**config.mk**
```make
export PLATFORM = sky130hd
export DESIGN_NAME = mem_bridge
export DESIGN_NICKNAME = d
export VERILOG_FILES = /design/src/rtl/mem_map_pkg.sv /design/src/rtl/mem_decode.sv /design/src/rtl/mem_bridge.sv
export SDC_FILE = /design/constraint.sdc
export NUM_CORES = 1
export LEC_CHECK = 0
export BUFFER_PORTS_ARGS = -buffer_cell sky130_fd_sc_hd__buf_2
export CAP_MARGIN = 20
export CORE_MARGIN = 10
export CORE_UTILIZATION = 35
export DETAILED_ROUTE_END_ITERATION = 12
export GPL_ROUTABILITY_DRIVEN = 0
export GPL_TIMING_DRIVEN = 0
export HOLD_SLACK_MARGIN = 0.08
export SETUP_SLACK_MARGIN = 0.05
export SYNTH_ARGS = -nofsm -noshare
export SYNTH_HDL_FRONTEND = slang
export SYNTH_SLANG_ARGS = --single-unit
```
**constraint.sdc**
```tcl
create_clock -name clk -period 3.6 [get_ports clk]
set_clock_uncertainty 0.1 [all_clocks]
set_input_delay 1.08 -clock clk [delete_from_list [all_inputs] [get_ports clk]]
set_output_delay 1.08 -clock clk [all_outputs]
set_load 0.005 [all_outputs]
```
**src/rtl/mem_map_pkg.sv**
```systemverilog
// Address map, state encoding and decode bundle shared by
// the memory bridge and its address decoder.
package mem_map_pkg;

  localparam logic [31:0] TEXT_BASE = 32'h0040_0000;
  localparam logic [31:0] DATA_BASE = 32'h1001_0000;
  localparam logic [31:0] MMIO_BASE = 32'hFFFF_0000;

  localparam logic [3:0] OFF_CON_TX = 4'h0;
  localparam logic [3:0] OFF_CON_ST = 4'h4;
  localparam logic [3:0] OFF_CYCLE  = 4'h8;

  localparam logic [31:0] ERR_DATA = 32'hDEAD_BEEF;

  localparam logic [1:0] S_IDLE   = 2'd0;
  localparam logic [1:0] S_ACCESS = 2'd1;
  localparam logic [1:0] S_DONE   = 2'd2;

  typedef enum logic [1:0] {
    REG_TEXT,
    REG_DATA,
    REG_MMIO,
    REG_NONE
  } region_e;

  typedef struct packed {
    region_e     region;
    logic [13:0] off;
    logic        err;
  } dec_t;

  // True when addr lies in the 2^(aw+2)-byte window at base.
  function automatic logic in_win(
    input logic [31:0] addr,
    input logic [31:0] base,
    input int          aw
  );
    logic [31:0] mask;
    mask = (32'd1 << (aw + 2)) - 32'd1;
    return (addr & ~mask) == base;
  endfunction

endpackage

```
**src/rtl/mem_decode.sv**
```systemverilog
// Maps a byte address and write flag to a region, a word
// offset inside it and an access-error flag.
module mem_decode
  import mem_map_pkg::*;
#(
  parameter int TEXT_AW = 12,
  parameter int DATA_AW = 12
) (
  input  logic [31:0] addr,
  input  logic        we,
  output dec_t        dec
);

  logic text_hit;
  logic data_hit;
  logic mmio_hit;

  assign text_hit = in_win(addr, TEXT_BASE, TEXT_AW);
  assign data_hit = in_win(addr, DATA_BASE, DATA_AW);
  assign mmio_hit = (addr[31:4] == MMIO_BASE[31:4])
                 && (addr[3:2] != 2'b11);

  always_comb begin
    dec.region = REG_NONE;
    dec.off    = '0;
    dec.err    = 1'b0;
    unique case (1'b1)
      text_hit: begin
        dec.region = REG_TEXT;
        dec.off    = 14'(addr[TEXT_AW+1:2]);
      end
      data_hit: begin
        dec.region = REG_DATA;
        dec.off    = 14'(addr[DATA_AW+1:2]);
      end
      mmio_hit: begin
        dec.region = REG_MMIO;
        dec.off    = {10'd0, addr[3:0]};
      end
      default: dec.region = REG_NONE;
    endcase
    // Text is read-only from the data side.
    dec.err = (dec.region == REG_NONE)
           || (addr[1:0] != 2'b00)
           || ((dec.region == REG_TEXT) && we);
  end

endmodule

```
**src/rtl/mem_bridge.sv**
```systemverilog
// Memory-side stage: tracks the core's request tuple and
// sequences SRAM, console MMIO and error completions.
module mem_bridge
  import mem_map_pkg::*;
#(
  parameter int SRAM_LAT = 1,
  parameter int TEXT_AW  = 12,
  parameter int DATA_AW  = 12
) (
  input  logic        clk,
  input  logic        sys_rst_n,
  input  logic [31:0] mem_addr,
  input  logic [31:0] mem_wdata,
  input  logic        mem_we,
  output logic [31:0] mem_rdata,
  output logic        mem_rdy,
  output logic        bus_err,
  output logic        sram_sel,
  output logic [13:0] sram_addr,
  output logic        sram_en,
  output logic        sram_we,
  output logic [31:0] sram_wdata,
  input  logic [31:0] sram_rdata,
  output logic [7:0]  con_data,
  output logic        con_valid,
  input  logic        con_ready
);

  localparam logic [2:0] LAT = 3'(SRAM_LAT);

  logic [1:0]  state_q, state_d;
  logic        cap_v_q, cap_v_d;
  logic [31:0] cap_addr_q, cap_addr_d;
  logic [31:0] cap_wdata_q, cap_wdata_d;
  logic        cap_we_q, cap_we_d;
  logic [2:0]  cnt_q, cnt_d;
  logic [31:0] cyc_q, cyc_d;
  logic [31:0] rdata_q, rdata_d;
  logic        err_q, err_d;

  dec_t dec;
  logic match;
  logic in_acc;
  logic sram_hit;
  logic mmio_ok;

  mem_decode #(
    .TEXT_AW(TEXT_AW),
    .DATA_AW(DATA_AW)
  ) u_dec (
    .addr(cap_addr_q),
    .we  (cap_we_q),
    .dec (dec)
  );

  assign match = cap_v_q
              && (cap_addr_q == mem_addr)
              && (cap_wdata_q == mem_wdata)
              && (cap_we_q == mem_we);

  assign in_acc   = (state_q == S_ACCESS);
  assign mmio_ok  = !dec.err && (dec.region == REG_MMIO);
  assign sram_hit = in_acc && !dec.err
                 && ((dec.region == REG_TEXT)
                  || (dec.region == REG_DATA));

  assign sram_en    = sram_hit && (cnt_q == 3'd0);
  assign sram_we    = sram_en && cap_we_q;
  assign sram_sel   = sram_hit && (dec.region == REG_DATA);
  assign sram_addr  = sram_hit ? dec.off : 14'd0;
  assign sram_wdata = sram_hit ? cap_wdata_q : 32'd0;

  assign con_valid = in_acc && mmio_ok && cap_we_q
                  && (dec.off[3:0] == OFF_CON_TX);
  assign con_data  = con_valid ? cap_wdata_q[7:0] : 8'd0;

  assign mem_rdy   = (state_q == S_DONE) && match;
  assign mem_rdata = rdata_q;
  assign bus_err   = err_q;

  always_comb begin
    state_d     = state_q;
    cap_v_d     = cap_v_q;
    cap_addr_d  = cap_addr_q;
    cap_wdata_d = cap_wdata_q;
    cap_we_d    = cap_we_q;
    cnt_d       = cnt_q;
    cyc_d       = cyc_q + 32'd1;
    rdata_d     = rdata_q;
    err_d       = err_q;
    if (!match) begin
      // A new tuple always wins, even mid-access.
      state_d     = S_ACCESS;
      cap_v_d     = 1'b1;
      cap_addr_d  = mem_addr;
      cap_wdata_d = mem_wdata;
      cap_we_d    = mem_we;
      cnt_d       = 3'd0;
    end else if (in_acc) begin
      unique case (1'b1)
        dec.err: begin
          state_d = S_DONE;
          rdata_d = ERR_DATA;
          err_d   = 1'b1;
        end
        mmio_ok: begin
          if (cap_we_q) begin
            if (!con_valid || con_ready) state_d = S_DONE;
          end else begin
            state_d = S_DONE;
            unique case (dec.off[3:0])
              OFF_CON_ST: rdata_d = {31'd0, con_ready};
              OFF_CYCLE:  rdata_d = cyc_q;
              default:    rdata_d = 32'd0;
            endcase
          end
        end
        default: begin
          if (cnt_q == LAT) begin
            state_d = S_DONE;
            if (!cap_we_q) rdata_d = sram_rdata;
          end else begin
            cnt_d = cnt_q + 3'd1;
          end
        end
      endcase
    end
  end

  always_ff @(posedge clk or negedge sys_rst_n) begin
    if (!sys_rst_n) begin
      state_q     <= S_IDLE;
      cap_v_q     <= 1'b0;
      cap_addr_q  <= '0;
      cap_wdata_q <= '0;
      cap_we_q    <= 1'b0;
      cnt_q       <= '0;
      cyc_q       <= '0;
      rdata_q     <= '0;
      err_q       <= 1'b0;
    end else begin
      state_q     <= state_d;
      cap_v_q     <= cap_v_d;
      cap_addr_q  <= cap_addr_d;
      cap_wdata_q <= cap_wdata_d;
      cap_we_q    <= cap_we_d;
      cnt_q       <= cnt_d;
      cyc_q       <= cyc_d;
      rdata_q     <= rdata_d;
      err_q       <= err_d;
    end
  end

endmodule

```
==> summary.txt, run 1 <==
Floorplanning
  – Core Box Area: roughly 19,000 um2
  – Initial Utilization: a little over a third
  – Die Area: around 25,000 um2
  – Die Ht: about 160 um
  – Cell Rows: 50
  – Die X: 159 um
  – I/O pins: between 150 and 200

Synth
  – Synth top area share: about half
  – EDFF count, synth: 0
  – Seq/Total Area, Yosys: 50.6%
  – Prevailing post-synth register cell: dfrtp_1
  – Mapped cell area: just under 7000 um2
  – Distinct cells, synth: slightly below 60
  – Top post-synthesis cells by area: dfrtp_1 51%, xnor2_1 9.0%, and2_1 4.4%
  – Syn_area_per_cell: about 11 um2
  – Post-synthesis register bit count: 136
  – FFs w/ async S/R, synth: 100%
  – Leading area contributor after synthesis: dfrtp_1
  – Yosys warns: 0
  – Cell count after synthesis: between 600 and 700
  – Most frequent cell after synthesis: dfrtp_1
  – Post-synth top cells: 136 x dfrtp_1, 75 x clkbuf_1, 69 x xnor2_1, 47 x and2_1, 25 x nor2_1

Timing
  – Final setup fails: 56
  – Max frequency: around 0.25 GHz
  – Slew Limit Fails: 0
  – RSZ-0062 raised after global routing: true
  – Hold_ws: approximately 0.38 ns
  – Endpoints failing hold: 0
  – Slew margin rel.: between 30% and 40%
  – Worst slew pin tran: about 0.99 ns
  – Tmin final: roughly 4.0 ns
  – Final period util: 112%
  – Final worst setup slack: -0.430 ns

CTS
  – Clock Sinks: approximately 140
  – Hold buffer count at cts: 0
  – CTS tree: yes
  – Clk root buf: clkbuf_16
  – Clock Tree Buf Depth: 2
  – Clk_lat worst skew: about 0.42 ns
  – Inserted Clock Buffers: 17
  – H-tree lvl count: 4
  – Clk slew on worst S/H paths: approximately 0.060 ns

Finish
  – Share of post-route cells with drive strength above 1: approximately two fifths
  – Final Net Count: a little under 1,000
  – Final instance area: around 9500 um2
  – Area grow syn2layout: 41.7%
  – Filler cells: between 1,500 and 2,000

GRT
  – Global Route Usage Sum: 16.1%
  – Initial antenna violation count: 1
  – Gr ovfl total: 0
  – Pin count of the biggest net entering global routing: 95
  – First-pass GRT wire length: ~31,000 um
  – Vias in the first global route: about 5,600

Critical path
  – Crit path capture type: output pin
  – Startpoint type of the worst setup path: flop
  – WS Path Type: flop to output pin
  – Crit path DAT: approximately 2.9 ns
  – Reg2reg path depth: 10
  – WP data required: about 2.4 ns
  – Crit-path max FO: 5

Routing
  – Vias: about 5,400
  – ANT nets after route: 0
  – Via-to-Cell Ratio: 4.76
  – Detailed-route wire length: 20,700 um
  – First-pass detailed-route iteration total: 4
  – Drt wl/cell: about 18 um
  – DRC Markers: 0
  – Drt initial violations: slightly below 300

Place
  – Dpl cell area: approximately 8000 um2
  – Placement Setup Slack: -0.799 ns
  – Post-DP HPWL: between 15,000 and 20,000 um
  – # port buffers: ~190

Status
  – Violated checks: setup timing
  – Status: finished, violations left

Pwr
  – Post-layout total power: between 3 and 4 mW
  – Leakage: roughly 4.5 nW
  – Cell area power density: between 400 and 500 nW/um2
  – Worst vdd rail ir drop: 0.324 mV

Min path
  – Hold Path Class: flop to flop
  – Hold path depth: 1

Run
  – Max cap viols: 0
-- state kept, by name, summed over array words and instances (netlist names) --
| register | flops |
|---|---|
| cap_wdata_q | 32 |
| mem_rdata | 32 |
| cap_we_q | 1 |
| cnt_q | 3 |
| bus_err | 1 |
| cap_v_q | 1 |
| state_q | 2 |
| cyc_q | 32 |
| cap_addr_q | 32 |
-- per-layer routing --
| metal | up-vias | GRT usage (%) | part of all wire (%) |
|---|---|---|---|
| met2 | 126 | 26.1 | 49 |
| li1 | 2600 | - | - |
| met5 | - | 0 | 0 |
| met3 | 26 | 3.89 | 5.8 |
| met4 | 0 | 5.78 | 2.2 |
| met1 | 2646 | 20.4 | 43 |
-- power breakdown --
part / total, mW / switching [mW] / internal (mW)
registers: 1.61 / 0.0414 / 1.57
logic: 0.248 / 0.121 / 0.126
clock network: 1.99 / 0.723 / 1.27
-- stage by stage --
step / TNS (ns) / utilization [%] / instances
finish: -17.23 / 50.6 / 1134
detailed placement: -47.61 / 42.7 / 1075
global placement: -136.53 / 42.5 / 1074
floorplan: 0 / - / 625
global route: -22.56 / 50.6 / 1134
CTS: -27.76 / 48.7 / 1125
-- worst paths after layout --
kind                               startpoint             end  slack, ns
worst min register to register      cyc_q[31]       cyc_q[31]       0.38
max in group asynchronous           sys_rst_n   cap_addr_q[6]       2.07
worst max-delay path            cap_addr_q[5]         sram_en      -0.43
min in group asynchronous           sys_rst_n  cap_wdata_q[9]       0.47
worst max register to register  cap_addr_q[3]   mem_rdata[10]       0.49
worst min-delay path                cyc_q[31]       cyc_q[31]       0.38
-- cell usage in the layout, fill, tap and decap left out, types with 23 or more instances in the layout --
master	count
and2_4	33
xnor2_1	61
buf_2	157
dfrtp_1	133
nor2_1	24
buf_6	49
clkbuf_1	68
mux2_2	23
a221o_1	24
inv_1	24
-- layout make-up --
class	count	area (um2)	area share (%)
inverter	24	90.1	0.945
clock buffer	18	439	4.61
tap	260	325	3.41
sequential	136	3410	35.7
timing repair buffer	218	1480	15.5
multi-input combinational	377	3130	32.8
clock inverter	14	234	2.46
antenna	1	2.50	0.0263
buffer	86	425	4.46
-- cells by family after synthesis --
group           after synthesis  synth area share, %
simple gates                193                 17.6
mux                          33                 5.49
fa+ha+maj                     4                0.744
compound gates               63                 8.05
buf+inv                     112                 6.88
xor+xnor                     81                 10.5
other cells                   2                0.112
flops                       136                 50.6
-- timing repair --
| item | in CTS | in global routing |
|---|---|---|
| pin swaps | 41 | 24 |
| cloned | 2 | 2 |
| endpoints found under the setup margin | 87 | 57 |
| setup buffers | 17 | 8 |
| gates resized for setup | 61 | 68 |
-- critical path, stage by stage, from the launching register on --
cell     delay (ns)
dfrtp_2        0.44
or4b_4         0.59
a21oi_4        0.16
nand3_2        0.10
a21o_1         0.20
buf_6          0.13
or3_4          0.36
buf_6          0.16
nor3b_2        0.16
buf_2          0.14
Note: power is estimated with default switching activity, not from simulation.
==> run 2, diff against run 1 <==
--- a/config.mk
+++ b/config.mk
@@ -5,6 +5,7 @@
 export SDC_FILE = /design/constraint.sdc
 export NUM_CORES = 1
 export LEC_CHECK = 0
+export ABC_AREA = 1
 export BUFFER_PORTS_ARGS = -buffer_cell sky130_fd_sc_hd__buf_2
 export CAP_MARGIN = 20
 export CORE_MARGIN = 10
==> summary.txt, run 2 <==
Status
  – Status: finished, violations left
  – Violated checks: setup timing

Synth
  – Prevailing post-synth register cell: dfrtp_1
  – Compound-Gate Fraction of Synth Area: 3.66% (-4.4 points)
  – Post-synthesis register bit count: 136 (unchanged)
  – Yosys warns: 0 (unchanged)
  – Post-synth top cells: 344 x nand2_1, 144 x inv_1, 136 x dfrtp_1, 131 x nor2_1, 68 x clkbuf_1
  – Synth top area share: 40.0% (-11 points)
  – EDFF count, synth: 0 (unchanged)
  – Cell count after synthesis: 1,184 (+90%)
  – Post-Synth Simple-Gate Area: 37.0% (+19 points)
  – Distinct cells, synth: 38 (-36%)
  – Mapped cell area: 8500 um2 (+26%)
  – Most frequent cell after synthesis: nand2_1
  – Adder-Cell Fraction of Synth Area: 0.589% (-0.16 points)
  – Seq/Total Area, Yosys: 40.0% (-11 points)
  – FFs w/ async S/R, synth: 100% (unchanged)
  – Largest family of logic cells by synthesized area: simple AND/OR/NAND/NOR gates
  – Xor and xnor area share after synthesis: 7.00% (-3.5 points)
  – Leading area contributor after synthesis: dfrtp_1
  – Top post-synthesis cells by area: dfrtp_1 40%, nand2_1 15%, inv_1 6.4%
  – Post-synthesis mux area share: 0% (-5.5 points)
  – Syn_area_per_cell: 7.18 um2 (-33%)

CTS
  – Clock Tree Buf Depth: 2 (unchanged)
  – H-tree lvl count: 4 (unchanged)
  – Clock Sinks: 136 (unchanged)
  – Clk slew on worst S/H paths: 0.06 ns (about the same)
  – CTS tree: yes
  – Clk_lat worst skew: 0.43 ns (about the same)
  – Inserted Clock Buffers: 17 (unchanged)
  – Hold buffer count at cts: 0 (unchanged)
  – Clk root buf: clkbuf_16

Finish
  – Leading cell type in the layout, fill and taps excluded: nand2_1
  – Util after Layout: 48.1% (-2.6 points)
  – Most frequent cells in the layout: 317 x nand2_1, 191 x buf_2, 138 x inv_1
  – Final Non-Filler Cells: 1,773 (+56%)
  – Final Net Count: 1,543 (+60%)
  – Share of post-route cells with drive strength above 1: 31.2% (-10 points)
  – Area grow syn2layout: 33.8%

Pwr
  – Cell area power density: 341 nW/um2 (-16%)
  – Leakage: 5.71 nW (+26%)
  – Sequential share of power: 41.5% (-0.3 points)
  – Switching fraction of total power: 26.2% (+3.2 points)
  – Pint: 2.86 mW (-3.4%)
  – Switch Pwr: 1.02 mW (+15%)
  – Gate power share: 10.5% (+4.1 points)
  – Post-layout total power: 3.88 mW (+0.77%)
  – Worst vdd rail ir drop: 0.242 mV (-25%)
  – Clock network power share: 48.0% (-3.8 points)

GRT
  – First-pass GRT wire length: 43,700 um (+42%)
  – Vias in the first global route: 8,139 (+47%)
  – Global Route Usage Sum: 17.9% (+1.8 points)
  – Pin count of the biggest net entering global routing: 93 (-2.1%)
  – Gr ovfl total: 0 (unchanged)
  – Initial antenna violation count: 4 (+3)

Routing
  – Drt initial violations: 532 (+79%)
  – Via-to-Cell Ratio: 4.61 (-3.1%)
  – First-pass detailed-route iteration total: 5 (+1)
  – Drt wl/cell: 15.7 um (-14%)
  – Vias: 8,174 (+51%)
  – ANT nets after route: 0 (unchanged)
  – DRC Markers: 0 (unchanged)
  – Detailed-route wire length: 27,900 um (+35%)

Place
  – Dpl cells: 1,694 (+58%)
  – Post-DP HPWL: 21,200 um (+38%)
  – # port buffers: 189 (unchanged)

Timing
  – Slew Limit Fails: 0 (unchanged)
  – Tmin final: 3.67 ns (-0.358 ns)
  – Worst slew pin tran: 0.712 ns (-0.279 ns)
  – Hold_ws: 0.358 ns (-0.0241 ns)
  – Max frequency: 0.272 GHz (+9.8%)
  – Slew margin rel.: 52.4% (+19 points)
  – Final setup fails: 34 (-39%)
  – RSZ-0062 raised after global routing: true
  – Final worst setup slack: -0.0719 ns (+0.358 ns)
  – Final period util: 102% (-9.9 points)
  – Endpoints failing hold: 0 (unchanged)

Floorplanning
  – Cell Rows: 56 (+12%)
  – Core Box Area: 23,700 um2 (+26%)
  – Die Area: 30,900 um2 (+23%)
  – Die Ht: 176 um (+11%)
  – Die X: 176 um (+11%)
  – I/O pins: 192 (unchanged)
  – Initial Utilization: 35.9% (+0.18 points)

Critical path
  – Crit-path max FO: 6 (+1)
  – Crit path DAT: 2.49 ns (-0.36 ns)
  – WP data required: 2.42 ns (about the same)
  – Startpoint type of the worst setup path: flop
  – R2R setup slack: 0.96 ns (+0.47 ns)
  – Crit path capture type: output pin
  – WS Path Type: flop to output pin

Run
  – Max cap viols: 0 (unchanged)

Min path
  – Hold Path Class: flop to flop
run 2: final timing paths:
check                          startpoint               to  cells after the start
max                        cap_addr_q[23]     sram_addr[0]                     13
max reg2reg                cap_addr_q[29]    mem_rdata[19]                     13
max in group asynchronous       sys_rst_n    cap_addr_q[2]                      2
min in group asynchronous       sys_rst_n  cap_wdata_q[31]                      1
min reg2reg                       bus_err          bus_err                      1
min                               bus_err          bus_err                      1
run 2: metal layers:
layer	up-vias	global-route usage, %	share of wire (%)
met5	-	0	0.075
met4	4	4.98	1.6
met3	39	4.33	5.7
met2	204	28.5	47
met1	3814	23.7	46
li1	4113	-	-
run 2: power by group through the flow:
stage          registers, mW  logic, mW  clock network, mW
3_3_place_gp            1.63      0.356                  0
6_report                1.61      0.409               1.86
5_1_grt                 1.61      0.461               1.96
3_5_place_dp            1.63      0.365                  0
4_1_cts                 1.61      0.391               1.89
2_1_floorplan           1.62      0.197                  0
run 2: logic make-up after synthesis:
| logic type | Yosys count |
|---|---|
| buf+inv | 238 |
| fa+ha+maj | 4 |
| xor+xnor | 68 |
| other cells | 2 |
| flops | 136 |
| simple gates | 676 |
| compound gates | 60 |
run 2: repair_timing:
action,4_1_cts,5_1_grt
gates resized for setup,75,78
buffers inserted,25,16
pin swaps,29,19
cloned,1,3
endpoints found under the setup margin,57,57
run 2: final cells by class:
cell class | instances | area [um2]
multi-input combinational | 811 | 4520
clock inverter | 12 | 165
clock buffer | 20 | 457
inverter | 153 | 591
sequential | 136 | 3410
timing repair inverter | 2 | 12.5
timing repair buffer | 233 | 1370
antenna | 2 | 5.00
buffer | 85 | 448
tap | 319 | 399
fill | 2393 | 12300
run 2: critical path: stages, from the launching register on:
cell     delay [ns]
dfrtp_1        0.43
nand2_2        0.10
nor2_1         0.14
nand2_2        0.10
nor2_4         0.12
nand3_4        0.10
nand3_4        0.10
nand2_4        0.07
nor2_4         0.15
nand3_4        0.11
buf_12         0.20
buf_8          0.15
a21oi_4        0.14
buf_2          0.14
run 2: metrics by stage:
| stage | worst slack, ns | setup TNS (ns) | instance area, um2 |
|---|---|---|---|
| floorplan | 0.473 | 0 | 8510 |
| global placement | -0.775 | -103.47 | 9850 |
| detailed placement | -0.276 | -0.276 | 9890 |
| CTS | 0.00166 | 0 | 11000 |
| global route | -0.156 | -5.95 | 11400 |
| finish | -0.0719 | -1.12 | 11400 |
